## config.mk

```make
export PLATFORM = sky130hd
export DESIGN_NAME = ccff_bitstream_loader
export DESIGN_NICKNAME = d
export VERILOG_FILES = /design/src/rtl/ccff_bitstream_loader.sv
export SDC_FILE = /design/constraint.sdc
export NUM_CORES = 1
export LEC_CHECK = 0
export ABC_AREA = 0
export BUFFER_PORTS_ARGS = -buffer_cell sky130_fd_sc_hd__buf_4
export CORE_MARGIN = 1.5
export CORE_UTILIZATION = 56
export DETAILED_ROUTE_END_ITERATION = 10
export PLACE_DENSITY = 0.79
export RECOVER_POWER = 50
export SLEW_MARGIN = 20
export SYNTH_ARGS = -nofsm -noshare
export SYNTH_HDL_FRONTEND = slang
export SYNTH_SLANG_ARGS = --single-unit
```

## constraint.sdc

```tcl
create_clock -name prog_clk -period 2.7 [get_ports prog_clk]
set_input_delay 0.405 -clock prog_clk [delete_from_list [all_inputs] [get_ports prog_clk]]
set_output_delay 0.405 -clock prog_clk [all_outputs]
set_load 0.02 [all_outputs]
```

## src/rtl/ccff_bitstream_loader.sv

```systemverilog
// Byte-wide bitstream feeder for the configuration chain: accepts bytes over valid/ready
// and serialises them MSB-first onto ccff_head, stopping after exactly NUM_BITS shifts.
module ccff_bitstream_loader #(
    parameter int NUM_BITS = 1024,
    parameter int CNT_W    = $clog2(NUM_BITS + 1)
) (
    input  logic             prog_clk,
    input  logic             pReset,
    input  logic             start,
    input  logic [7:0]       byte_in,
    input  logic             byte_valid,
    output logic             byte_ready,
    output logic             ccff_head,
    output logic             ccff_shift_en,
    output logic             prog_busy,
    output logic             prog_done,
    output logic [CNT_W-1:0] bit_count
);

    typedef enum logic [1:0] {IDLE, LOAD, SHIFT, DONE} state_t;

    localparam logic [CNT_W-1:0] LAST_BIT = CNT_W'(NUM_BITS);

    state_t      state;
    logic [7:0]  shreg;      // bits of the current byte not yet presented on ccff_head
    logic [3:0]  byte_left;  // how many of those bits still belong to the chain
    logic [31:0] bits_remaining;
    logic [3:0]  byte_len;
    logic [CNT_W-1:0] count_next;

    // Bits the accepted byte contributes: a full byte, or the tail of a partial last byte.
    always_comb begin
        bits_remaining = 32'(NUM_BITS) - 32'(bit_count);
        byte_len       = (bits_remaining >= 32'd8) ? 4'd8 : bits_remaining[3:0];
        count_next     = (bit_count == LAST_BIT) ? bit_count : bit_count + CNT_W'(1);
    end

    // NOTE: state is updated with non-blocking assignments so every register samples the
    // pre-edge values; blocking here would let later statements see half-updated state.
    always_ff @(posedge prog_clk or posedge pReset) begin
        if (pReset) begin
            state         <= IDLE;
            byte_ready    <= 1'b0;
            ccff_head     <= 1'b0;
            ccff_shift_en <= 1'b0;
            prog_busy     <= 1'b0;
            prog_done     <= 1'b0;
            bit_count     <= '0;
            shreg         <= '0;
            byte_left     <= '0;
        end else begin
            ccff_shift_en <= 1'b0;
            case (state)
                IDLE, DONE: begin
                    if (start) begin
                        state      <= LOAD;
                        byte_ready <= 1'b1;
                        prog_busy  <= 1'b1;
                        prog_done  <= 1'b0;
                        bit_count  <= '0;
                    end
                end
                LOAD: begin
                    // The first bit goes out on the accepting edge so shifting starts next cycle.
                    if (byte_valid && byte_ready) begin
                        state         <= SHIFT;
                        byte_ready    <= 1'b0;
                        ccff_head     <= byte_in[7];
                        ccff_shift_en <= 1'b1;
                        shreg         <= {byte_in[6:0], 1'b0};
                        byte_left     <= byte_len - 4'd1;
                        bit_count     <= count_next;
                    end
                end
                SHIFT: begin
                    if (byte_left != 4'd0) begin
                        ccff_head     <= shreg[7];
                        ccff_shift_en <= 1'b1;
                        shreg         <= {shreg[6:0], 1'b0};
                        byte_left     <= byte_left - 4'd1;
                        bit_count     <= count_next;
                    end else if (bit_count == LAST_BIT) begin
                        state     <= DONE;
                        prog_busy <= 1'b0;
                        prog_done <= 1'b1;
                    end else begin
                        state      <= LOAD;
                        byte_ready <= 1'b1;
                    end
                end
                default: state <= IDLE;
            endcase
        end
    end

endmodule
```

## Yosys cells after proc, flatten, opt, wreduce, memory -nomap -nowiden

Cells that the tools add are included.

- Input port bits: 12
- Output and inout bits: 16
- Flip-flop bits (word level): 30
- Word-level logic and storage cells: 70

- $add $sub $neg: 4
- Muxes and demuxes: 35
- Equal/unequal tests: 10
- Reductions and logical operators: 11
- Magnitude comparators: 1

Operator list:

| cell | count |
|---|---|
| $mux W11 | 4 |
| $pmux W11 S3 | 1 |
| $ge A32 B4 Y1 const B | 1 |
| $mux W8 | 2 |
| $pmux W8 S2 | 1 |
| $mux W1 | 13 |
| $mux W4 | 3 |
| $ne A2 B2 Y1 const B | 6 |
| $sub A11 B11 Y12 const A | 1 |
| $add A11 B1 Y11 const B | 1 |
| $eq A11 B11 Y1 const B | 1 |
| $reduce_and A3 Y1 | 3 |
| $mux W2 | 4 |
| $pmux W1 S2 | 4 |
| $pmux W4 S2 | 1 |
| $reduce_and A4 Y1 | 2 |
| $sub A4 B1 Y4 const B | 2 |
| $pmux W2 S3 | 1 |
| $eq A2 B2 Y1 const B | 2 |
| $reduce_bool A2 Y1 | 2 |
| $reduce_bool A4 Y1 | 1 |
| $pmux W1 S3 | 1 |
| $eq A2 B1 Y1 const B | 1 |
| $logic_not A2 Y1 | 1 |
| other kinds (2) | 2 |

## Logic depth before layout (Yosys ltp)

Gate-level depths: netlist of run 1.

- Word-level depth: 6
- Depth in mapped cells: 12
- Gate-level depth less buffers: 11

## Worst setup path after synthesis of run 1

Ideal clock, no wire load.

- Path kind: flip-flop to flip-flop
- From: register bit_count[0]
- To: register byte_left[2]
- Stages on the path, launching flop included: 13
- Data arrival time: 2.424 ns
- Library setup time: 0.120 ns
- Clock period less this slack: 2.544 ns
- Path slack: 0.156 ns
- Path buffers: 1
- Required time: 2.580 ns
- Cell sequence: dfrtp_1 > buf_4 > inv_1 > ha_1 > nor3b_2 > a21oi_1 > o21bai_1 > and4_4 > a22oi_1 > ha_1 > o21ai_0 > a32o_1 > a31o_1

- Cells in the longest elaborated chain, start to end: 6

RTL lines:

| element | RTL line | source |
|---|---|---|
| start: declaration | 17 | `output logic [CNT_W-1:0] bit_count` |
| start signal: assignment | 72 | `bit_count <= count_next;` |
| start signal: assignment | 81 | `bit_count <= count_next;` |
| $sub A11 B11 Y12 * | 33 | `bits_remaining = 32'(NUM_BITS) - 32'(bit_count);` |
| $ge A32 B4 Y1 | 34 | `byte_len = (bits_remaining >= 32'd8) ? 4'd8 : bits_remaining[3:0];` |
| $mux W4 * | 34 |  |
| $sub A4 B1 Y4 * | 71 | `byte_left <= byte_len - 4'd1;` |
| $mux W4 * | 65 | `if (byte_valid && byte_ready) begin` |
| $pmux W4 S2 * | 53 | `case (state)` |
| end signal: assignment | 71 |  |
| end signal: assignment | 80 | `byte_left <= byte_left - 4'd1;` |
| end: declaration | 26 | `logic [3:0] byte_left;` |

Every way passes the cells marked *; elsewhere a longest branch is shown, timed or not. The select of a mux whose other input is x is not followed.
A chain may end at the register's enable or synchronous reset.

## Final worst setup path of run 1

Same ends and word-level chain as after synthesis.

==> results of run 1 <==
==> state kept, by name (all words and copies together), names as in the netlist <==
signal         cells
bit_count         11
shreg              7
byte_left          4
state              2
byte_ready         1
ccff_head          1
ccff_shift_en      1
prog_busy          1
prog_done          1
==> metal layers <==
layer,global-route usage,part of all wire,vias up
met1,0.282,0.44,735
met5,0,0,-
met3,0.0455,0.036,7
met4,0.0889,0.013,0
li1,-,-,741
met2,0.405,0.51,31
==> worst register-to-register path: cells and delay by family, from the launching register on <==
kind	cells	cell delay, ns
AOI/OAI and AO/OA	6	0.95
and+or+nand+nor	2	0.51
adders and majority gates	2	0.46
DFF	1	0.40
buffers and inverters	1	0.08
==> logic make-up after synthesis <==
family | after synthesis | share of synthesized area
AOI/OAI and AO/OA | 47 | 0.172
xor gates and xnor gates | 8 | 0.0386
adders and majority gates | 7 | 0.0483
muxes | 11 | 0.0641
DFF | 29 | 0.400
buffers and inverters | 24 | 0.0772
and+or+nand+nor | 68 | 0.200
==> cell usage after synthesis, types with 3 or more instances <==
cell type / number / area, µm²
nand4_1: 4 / 25.0
ha_1: 7 / 87.6
xnor2_1: 8 / 70.1
nor4_1: 3 / 18.8
o21ai_0: 3 / 15.0
nor2b_1: 3 / 18.8
a21oi_1: 18 / 90.1
o21ai_1: 4 / 20.0
inv_1: 12 / 45.0
nand2b_1: 3 / 18.8
buf_6: 4 / 45.0
dfrtp_1: 29 / 726
mux2i_1: 9 / 90.1
nor2_1: 25 / 93.8
nand2_1: 10 / 37.5
nor3_1: 8 / 40.0
==> final cells by class <==
type | instances | area share
multi-input cells | 141 | 0.466
flip-flops and latches | 29 | 0.355
repair buffers | 32 | 0.101
well taps | 44 | 0.0269
inverters | 13 | 0.0239
clock buffers | 5 | 0.0184
clock inverters | 3 | 0.00857
==> per-stage QoR <==
stage | util | area [µm²]
6_report | 0.664 | 2040
5_1_grt | 0.664 | 2040
4_1_cts | 0.675 | 2080
3_5_place_dp | 0.657 | 2020
3_3_place_gp | 0.657 | 2020
2_1_floorplan | - | 1810
==> worst paths after layout <==
kind	from	end	slack, ns
max	bit_count[0]	byte_left[2]	0.20
min	byte_in[0]	shreg[1]	0.31
max reg2reg	bit_count[0]	byte_left[2]	0.20
min reg2reg	shreg[1]	shreg[1]	0.54
max in group asynchronous	pReset	byte_left[2]	1.15
min in group asynchronous	pReset	shreg[2]	0.62
==> where the power goes <==
part / internal, mW / switching (mW)
Sequential: 0.439 / 0.00286
Clock: 0.0981 / 0.166
Combinational: 0.0160 / 0.0180
==> reports/qor.yml, run 1 <==
syn_nets: 213
portBuffers: 27
cp.depth: 11
outcome: "finished with violations"
startpoint_type: "flop"
htreeDepth: 2
postSynthCellCount: 194
yosysSeqAreaShare: 0.400
place_congestion: 0.874
yosysWarningCount: 0
final_common_cell: "dfrtp_1"
ctsResizeCount: 0
fin_setup_tns_ns: 0
arrival_ns: 2.72
cts_buffers: 5
antenna_found_initial: 0
crit_fanout: 5
clk_latency_ns: 0.33
fp.coreArea_um2: 3080
dieArea_um2: 3590
final.fill_count: 281
slew_violations: 30
dr_total_vias: 1514
violations: "max-capacitance violations, max-slew violations"
dp_cells: 259
synthFlopType: "dfrtp_1"
worstRegToRegCells: 11
critPathRequiredTime_ns: 2.91
hpwl_um: 2800
syn-cell-area_um2: 1810
cts_tree: "yes"
cp_slowest_cell: "dfrtp_1"
worstHoldPathCells: 3
clockBufferDepth: 2
io_pins: 28
worst_path_dominant_cell_family: "compound AO/OA/AOI/OAI gates"
drive_gt1_frac: 0.188
cp_common_cell: "ha_1"
nets: 241
dr.pass1.iters: 4
path_cells: "inv_1 -> ha_1 -> nor3b_2 -> a21oi_1 -> o21bai_1 -> and4_4 -> a22oi_1 -> ha_1 -> o21ai_0 -> a32o_1 -> a31o_1"
grt_pass1_wl_um: 6220
avgSynthCellArea_um2: 9.35
cts.sinks: 29
finalCritPeriodShare: 0.927
area_growth_pct: 12.7
cp_slowest_stage_delay_ns: 0.40
postCtsSetupBuffers: 0
worstSetupEndpointType: "flop"
yosysUniqueCellTypes: 50
final_cell_mix: "dfrtp_1 (29), nor2_1 (25), buf_4 (22), a21oi_1 (18), inv_1 (12)"
synth-seq-cells: 29
worstMarginPinSlew_ns: 1.59
crit_type: "reg2reg"
fin_crit_ns: 2.50
grt_pass1_vias: 1406
cts-hold-fix-buffers: 0
drt-wirelength-per-cell_um: 14.4
skew_ns: 0.0157
grt_start_max_net_pins: 30
area.sequential_um2: 726
vdd_drop_max_v: 0.000282
finalHoldViolCount: 0
rows: 20
drt.antenna.violating_nets: 0
hold_class: "in2reg"
antenna_cells: 0
drcViolationCount: 0
rsz0062_at_grt: "no"
grt-ovfl-total: 0
p_leak_nw: 0.876
worstPathBufferInverterCount: 1
maxCapViolCount: 1
place_ws_ns: 0.233
setup_violations: 0
p_per_area_nw_per_um2: 362
start_util: 0.589
gr-usage-all-layers: 0.233
fmax_ghz: 0.399
synth_edf_count: 0
vias_per_cell: 5.67
die_h_um: 59.9
power_mw: 0.740
clock-root-buffer: "clkbuf_4"
dr.first_iter.drc_count: 67
cts.clk_slew.worst_paths_ns: 0.11
multiInputGateArea_um2: 953
stdcell_count: 267
hold_slack_ns: 0.313
async_flop_share: 1.00
routed_wl_um: 3850
slew-limit-headroom: -0.0594
die_w_um: 59.9
fin_ws_ns: 0.197
Note: power is estimated with default switching activity, not from simulation.
==> run 2, diff against run 1 <==
--- a/config.mk
+++ b/config.mk
@@ -7,6 +7,7 @@
 export LEC_CHECK = 0
 export ABC_AREA = 0
 export BUFFER_PORTS_ARGS = -buffer_cell sky130_fd_sc_hd__buf_4
+export CORE_ASPECT_RATIO = 1.25
 export CORE_MARGIN = 1.5
 export CORE_UTILIZATION = 56
 export DETAILED_ROUTE_END_ITERATION = 10
==> run 2 against run 1 <==
The run still ends with max-capacitance violations, max-slew violations left. Global-route usage grew 1.8 points. Highest routed layer unchanged. Largest cell class unchanged. Final cell count shrank 3.0%. Clock-buffer cell count grew 1. Critical path depth unchanged. Worst setup slack gained 0.021 ns.
==> reports/qor.yml, run 2 (synthesized netlist as in run 1, its figures left out) <==
outcome: "finished with violations"
violations: "max-capacitance violations, max-slew violations"
cts.clk_slew.worst_paths_ns: 0.09
rsz0062_at_grt: "no"
p_leak_nw: 0.877
finalHoldViolCount: 0
portBuffers: 27
clk_latency_ns: 0.33
drt.antenna.violating_nets: 0
worstSetupEndpointType: "flop"
startpoint_type: "flop"
cp_slowest_cell: "dfrtp_1"
cts_buffers: 5
top_register: "bit_count"
skew_ns: 0.0110
rows: 22
die_w_um: 53.9
critPathRequiredTime_ns: 2.93
crit_fanout: 5
power_mw: 0.729
cts.sinks: 29
fmax_ghz: 0.403
htreeDepth: 2
drt-wirelength-per-cell_um: 14.4
fin_setup_tns_ns: 0
cp_common_cell: "ha_1"
fin_area_um2: 2030
worstPathBufferInverterCount: 1
grt_pass1_vias: 1461
place_congestion: 0.910
cts-hold-fix-buffers: 0
reg2reg_slack_ns: 0.22
clockBufferDepth: 2
maxCapViolCount: 1
crit_type: "reg2reg"
start_util: 0.605
antenna_cells: 0
stdcell_count: 259
final.fill_count: 266
final_cell_mix: "dfrtp_1 (29), nor2_1 (25), buf_4 (22), a21oi_1 (18), inv_1 (12)"
dr.pass1.iters: 4
area_growth_pct: 11.9
reg_top3: "bit_count (11), shreg (7), byte_left (4)"
fp.coreArea_um2: 3000
antenna_found_initial: 0
slew-limit-headroom: -0.0534
hold_class: "in2reg"
clock-root-buffer: "clkbuf_4"
dr_total_vias: 1467
grt_start_max_net_pins: 30
slew_violations: 30
routed_wl_um: 3740
path_cells: "inv_1 -> ha_1 -> nor3b_2 -> a21oi_1 -> o21bai_1 -> and4_4 -> a22oi_1 -> ha_1 -> o21ai_0 -> a32o_1 -> a31o_1"
dr.first_iter.drc_count: 35
largest_reg_flops: 11
drive_gt1_frac: 0.184
finalCritPeriodShare: 0.919
placed_area_um2: 2010
ctsResizeCount: 0
vias_per_cell: 5.66
grt-ovfl-total: 0
cts_tree: "yes"
worst_path_dominant_cell_family: "compound AO/OA/AOI/OAI gates"
dp_cells: 251
fin_crit_ns: 2.48
cp_slowest_stage_delay_ns: 0.39
dieArea_um2: 3590
drcViolationCount: 0
arrival_ns: 2.71
p_per_area_nw_per_um2: 359
gr-usage-all-layers: 0.251
nets: 241
die_h_um: 66.6
grt_pass1_wl_um: 6490
worstMarginPinSlew_ns: 1.58
setup_violations: 0
vdd_drop_max_v: 0.000429
final_common_cell: "dfrtp_1"
postCtsSetupBuffers: 0
io_pins: 28
hpwl_um: 2730
-- run 2: changes by cell type in the layout (fill, tap and decap cells not counted), sizes merged --
cell and change:
clkbuf +1, clkinvlp -1
-- run 2: per-stage QoR --
stage	hold WS, ns	utilization	worst slack, ns
after floorplan	0.483	-	0.156
after global placement	0.495	0.671	0.429
after detailed placement	0.513	0.671	0.238
after CTS	0.134	0.688	0.223
after global routing	0.325	0.677	0.0451
final	0.319	0.677	0.218
-- run 2: cell type report --
cell class	instances	area, µm²	share of cell area
multi-input cells	141	953	0.470
flip-flops and latches	29	726	0.357
repair buffers	32	206	0.102
inverters	13	48.8	0.0240
well taps	36	45.0	0.0222
clock buffers	6	41.3	0.0203
clock inverters	2	10.0	0.00493
-- run 2: worst register-to-register path, delay by kind of cell, from the launching register on --
family                     cells  cell delay, ns
AOI/OAI and AO/OA              6            0.95
buffers and inverters          1            0.09
DFF                            1            0.39
adders and majority gates      2            0.46
and+or+nand+nor                2            0.49
-- run 2: power by group --
group	switching (mW)	total (mW)	internal [mW]
Clock	0.154	0.253	0.0989
Sequential	0.00288	0.442	0.439
Combinational	0.0179	0.0339	0.0160
-- run 2: worst paths after layout --
check,cells after the start,start,end
worst max-delay path,11,bit_count[0],byte_left[2]
worst min-delay path,3,byte_in[0],shreg[1]
worst max register to register,11,bit_count[0],byte_left[2]
worst min register to register,2,shreg[1],shreg[1]
max in group asynchronous,3,pReset,prog_busy
min in group asynchronous,3,pReset,ccff_head
-- run 2: layer usage --
metal,wire length (µm),vias up,track usage
met1,1640,692,0.313
met3,128,7,0.0650
met5,0,-,0
li1,-,738,-
met2,1910,30,0.407
met4,59,0,0.0962
==> run 3, diff against run 2 <==
--- a/config.mk
+++ b/config.mk
@@ -9,9 +9,8 @@
 export BUFFER_PORTS_ARGS = -buffer_cell sky130_fd_sc_hd__buf_4
 export CORE_ASPECT_RATIO = 1.25
 export CORE_MARGIN = 1.5
-export CORE_UTILIZATION = 56
+export CORE_UTILIZATION = 35
 export DETAILED_ROUTE_END_ITERATION = 10
-export PLACE_DENSITY = 0.79
 export RECOVER_POWER = 50
 export SLEW_MARGIN = 20
 export SYNTH_ARGS = -nofsm -noshare
==> constraint.sdc (replaced) <==
create_clock -name prog_clk -period 2.4 [get_ports prog_clk]
set_input_delay 0.36 -clock prog_clk [delete_from_list [all_inputs] [get_ports prog_clk]]
set_output_delay 0.36 -clock prog_clk [all_outputs]
set_load 0.02 [all_outputs]
==> run 3 against run 2 <==
The run now ends clean. Final cell count up 15%. Sequential power up 13%. Clock-buffer cell count is 1 lower. Total power grew 56%. Worst setup slack worse by 0.18 ns. Highest routed layer unchanged. Critical path type unchanged. First-iteration DRC count rose to 2.9 times the previous value. Sequential share of layout area decreased by 3.9 points. Fmax rose by 5.1%.
==> reports/qor.yml, run 3 (synthesized netlist as in run 1, its figures left out) <==
nets: 253
grt_start_max_net_pins: 19
dr.first_iter.drc_count: 102
dr_total_vias: 1492
start_util: 0.360
cts.clk_slew.worst_paths_ns: 0.07
hold_class: "in2async"
startpoint: "bit_count[0]"
grt-ovfl-total: 0
worstSetupEndpointType: "flop"
finalCritPeriodShare: 0.984
timing.rr.end: "byte_left[2]"
clk_latency_ns: 0.28
place_congestion: 0.881
slew_violations: 0
worstMarginPinSlew_ns: 0.873
power_mw: 1.14
grt_pass1_wl_um: 6530
drt-wirelength-per-cell_um: 13.0
p_per_area_nw_per_um2: 497
crit_type: "reg2reg"
reg2reg_slack_ns: 0.04
area_growth_pct: 25.9
portBuffers: 27
skew_ns: 0.00521
maxCapViolCount: 0
fin_util: 0.453
drt.antenna.violating_nets: 0
arrival_ns: 2.52
hpwl_um: 2910
vias_per_cell: 5.02
cts_buffers: 5
antenna_found_initial: 0
fin_ws_ns: 0.0374
cts_tree: "yes"
routed_wl_um: 3870
final_cell_mix: "buf_4 (35), dfrtp_1 (27), nor2_1 (25), a21oi_1 (18)"
dieArea_um2: 5630
fp.coreArea_um2: 5040
grt_pass1_vias: 1407
slew-limit-headroom: 0.418
dr.pass1.iters: 4
gr-usage-all-layers: 0.152
fmax_ghz: 0.423
finalHoldViolCount: 0
antenna_cells: 0
outcome: "completed"
p_leak_nw: 0.990
htreeDepth: 2
place_ws_ns: 0.0409
reg_top3: "bit_count (11), shreg (7), byte_left (4)"
critPathRequiredTime_ns: 2.56
drcViolationCount: 0
rows: 29
cts.sinks: 29
die_h_um: 83.5
vdd_drop_max_v: 0.000404
worstRegToRegCells: 11
setup_violations: 0
startpoint_type: "flop"
crit_end: "byte_left[2]"
die_w_um: 67.4
largest_reg_flops: 11
rsz0062_at_grt: "yes"
final_common_cell: "buf_4"
crit_fanout: 6
clockBufferDepth: 2
clock-root-buffer: "clkbuf_8"
fin_crit_ns: 2.36
top_register: "bit_count"
io_pins: 28
r2r_start: "bit_count[0]"
drive_gt1_frac: 0.277
-- run 3: cell count changes in the layout (fill, tap and decap cells not counted), sizes merged --
cell / before / now
clkinv: 2 / 1
clkbuf: 16 / 14
bufinv: 0 / 2
buf: 22 / 35
-- run 3: how the worst min path moves through the flow --
stage	start	end	slack, ns
global route	pReset	shreg[2]	0.19
CTS	pReset	shreg[2]	0.16
finish	pReset	shreg[2]	0.14
detailed placement	pReset	prog_done	0.47
floorplan	pReset	bit_count[10]	0.44
global placement	pReset	prog_busy	0.47
-- run 3: layer usage --
layer,GRT usage,part of all wire,up-vias
met4,0.0686,0.020,0
li1,-,-,761
met3,0.0297,0.037,7
met5,0,0,-
met1,0.196,0.48,696
met2,0.241,0.47,28
-- run 3: power by group --
| group | internal, mW | switching [mW] | total, mW | leakage (nW) |
|---|---|---|---|---|
| Clock | 0.412 | 0.188 | 0.600 | 0.0681 |
| Sequential | 0.495 | 0.00282 | 0.498 | 0.365 |
| Combinational | 0.0180 | 0.0201 | 0.0381 | 0.557 |
-- run 3: layout make-up --
class	instances	area, µm²
fillers	506	2760
multi-input cells	141	996
flip-flops and latches	29	728
repair buffers	44	300
well taps	62	77.6
clock buffers	5	68.8
clock inverters	3	65.1
inverters	13	48.8
-- run 3: stage by stage --
step | hold WS (ns) | setup TNS (ns) | cell area, µm² | std cells
2_1_floorplan | 0.438 | 0 | 1840 | 194
3_3_place_gp | 0.466 | 0 | 2140 | 286
3_5_place_dp | 0.473 | 0 | 2140 | 286
4_1_cts | 0.161 | 0 | 2270 | 294
5_1_grt | 0.188 | -0.105 | 2280 | 297
6_report | 0.140 | 0 | 2280 | 297
-- run 3: worst max-delay path, stage by stage (launching register included) --
cell,delay (ns)
dfrtp_2,0.45
inv_2,0.09
ha_4,0.16
nor3b_4,0.22
a21oi_1,0.09
o21bai_1,0.16
and4_4,0.17
a22oi_2,0.18
ha_2,0.24
nor2b_1,0.05
a32o_2,0.25
a31o_1,0.19
-- run 3: what timing repair did --
action,CTS,global route
endpoints found under the setup margin,0,1
gates resized for setup,0,7
hold buffers,0,0
setup buffers,0,3
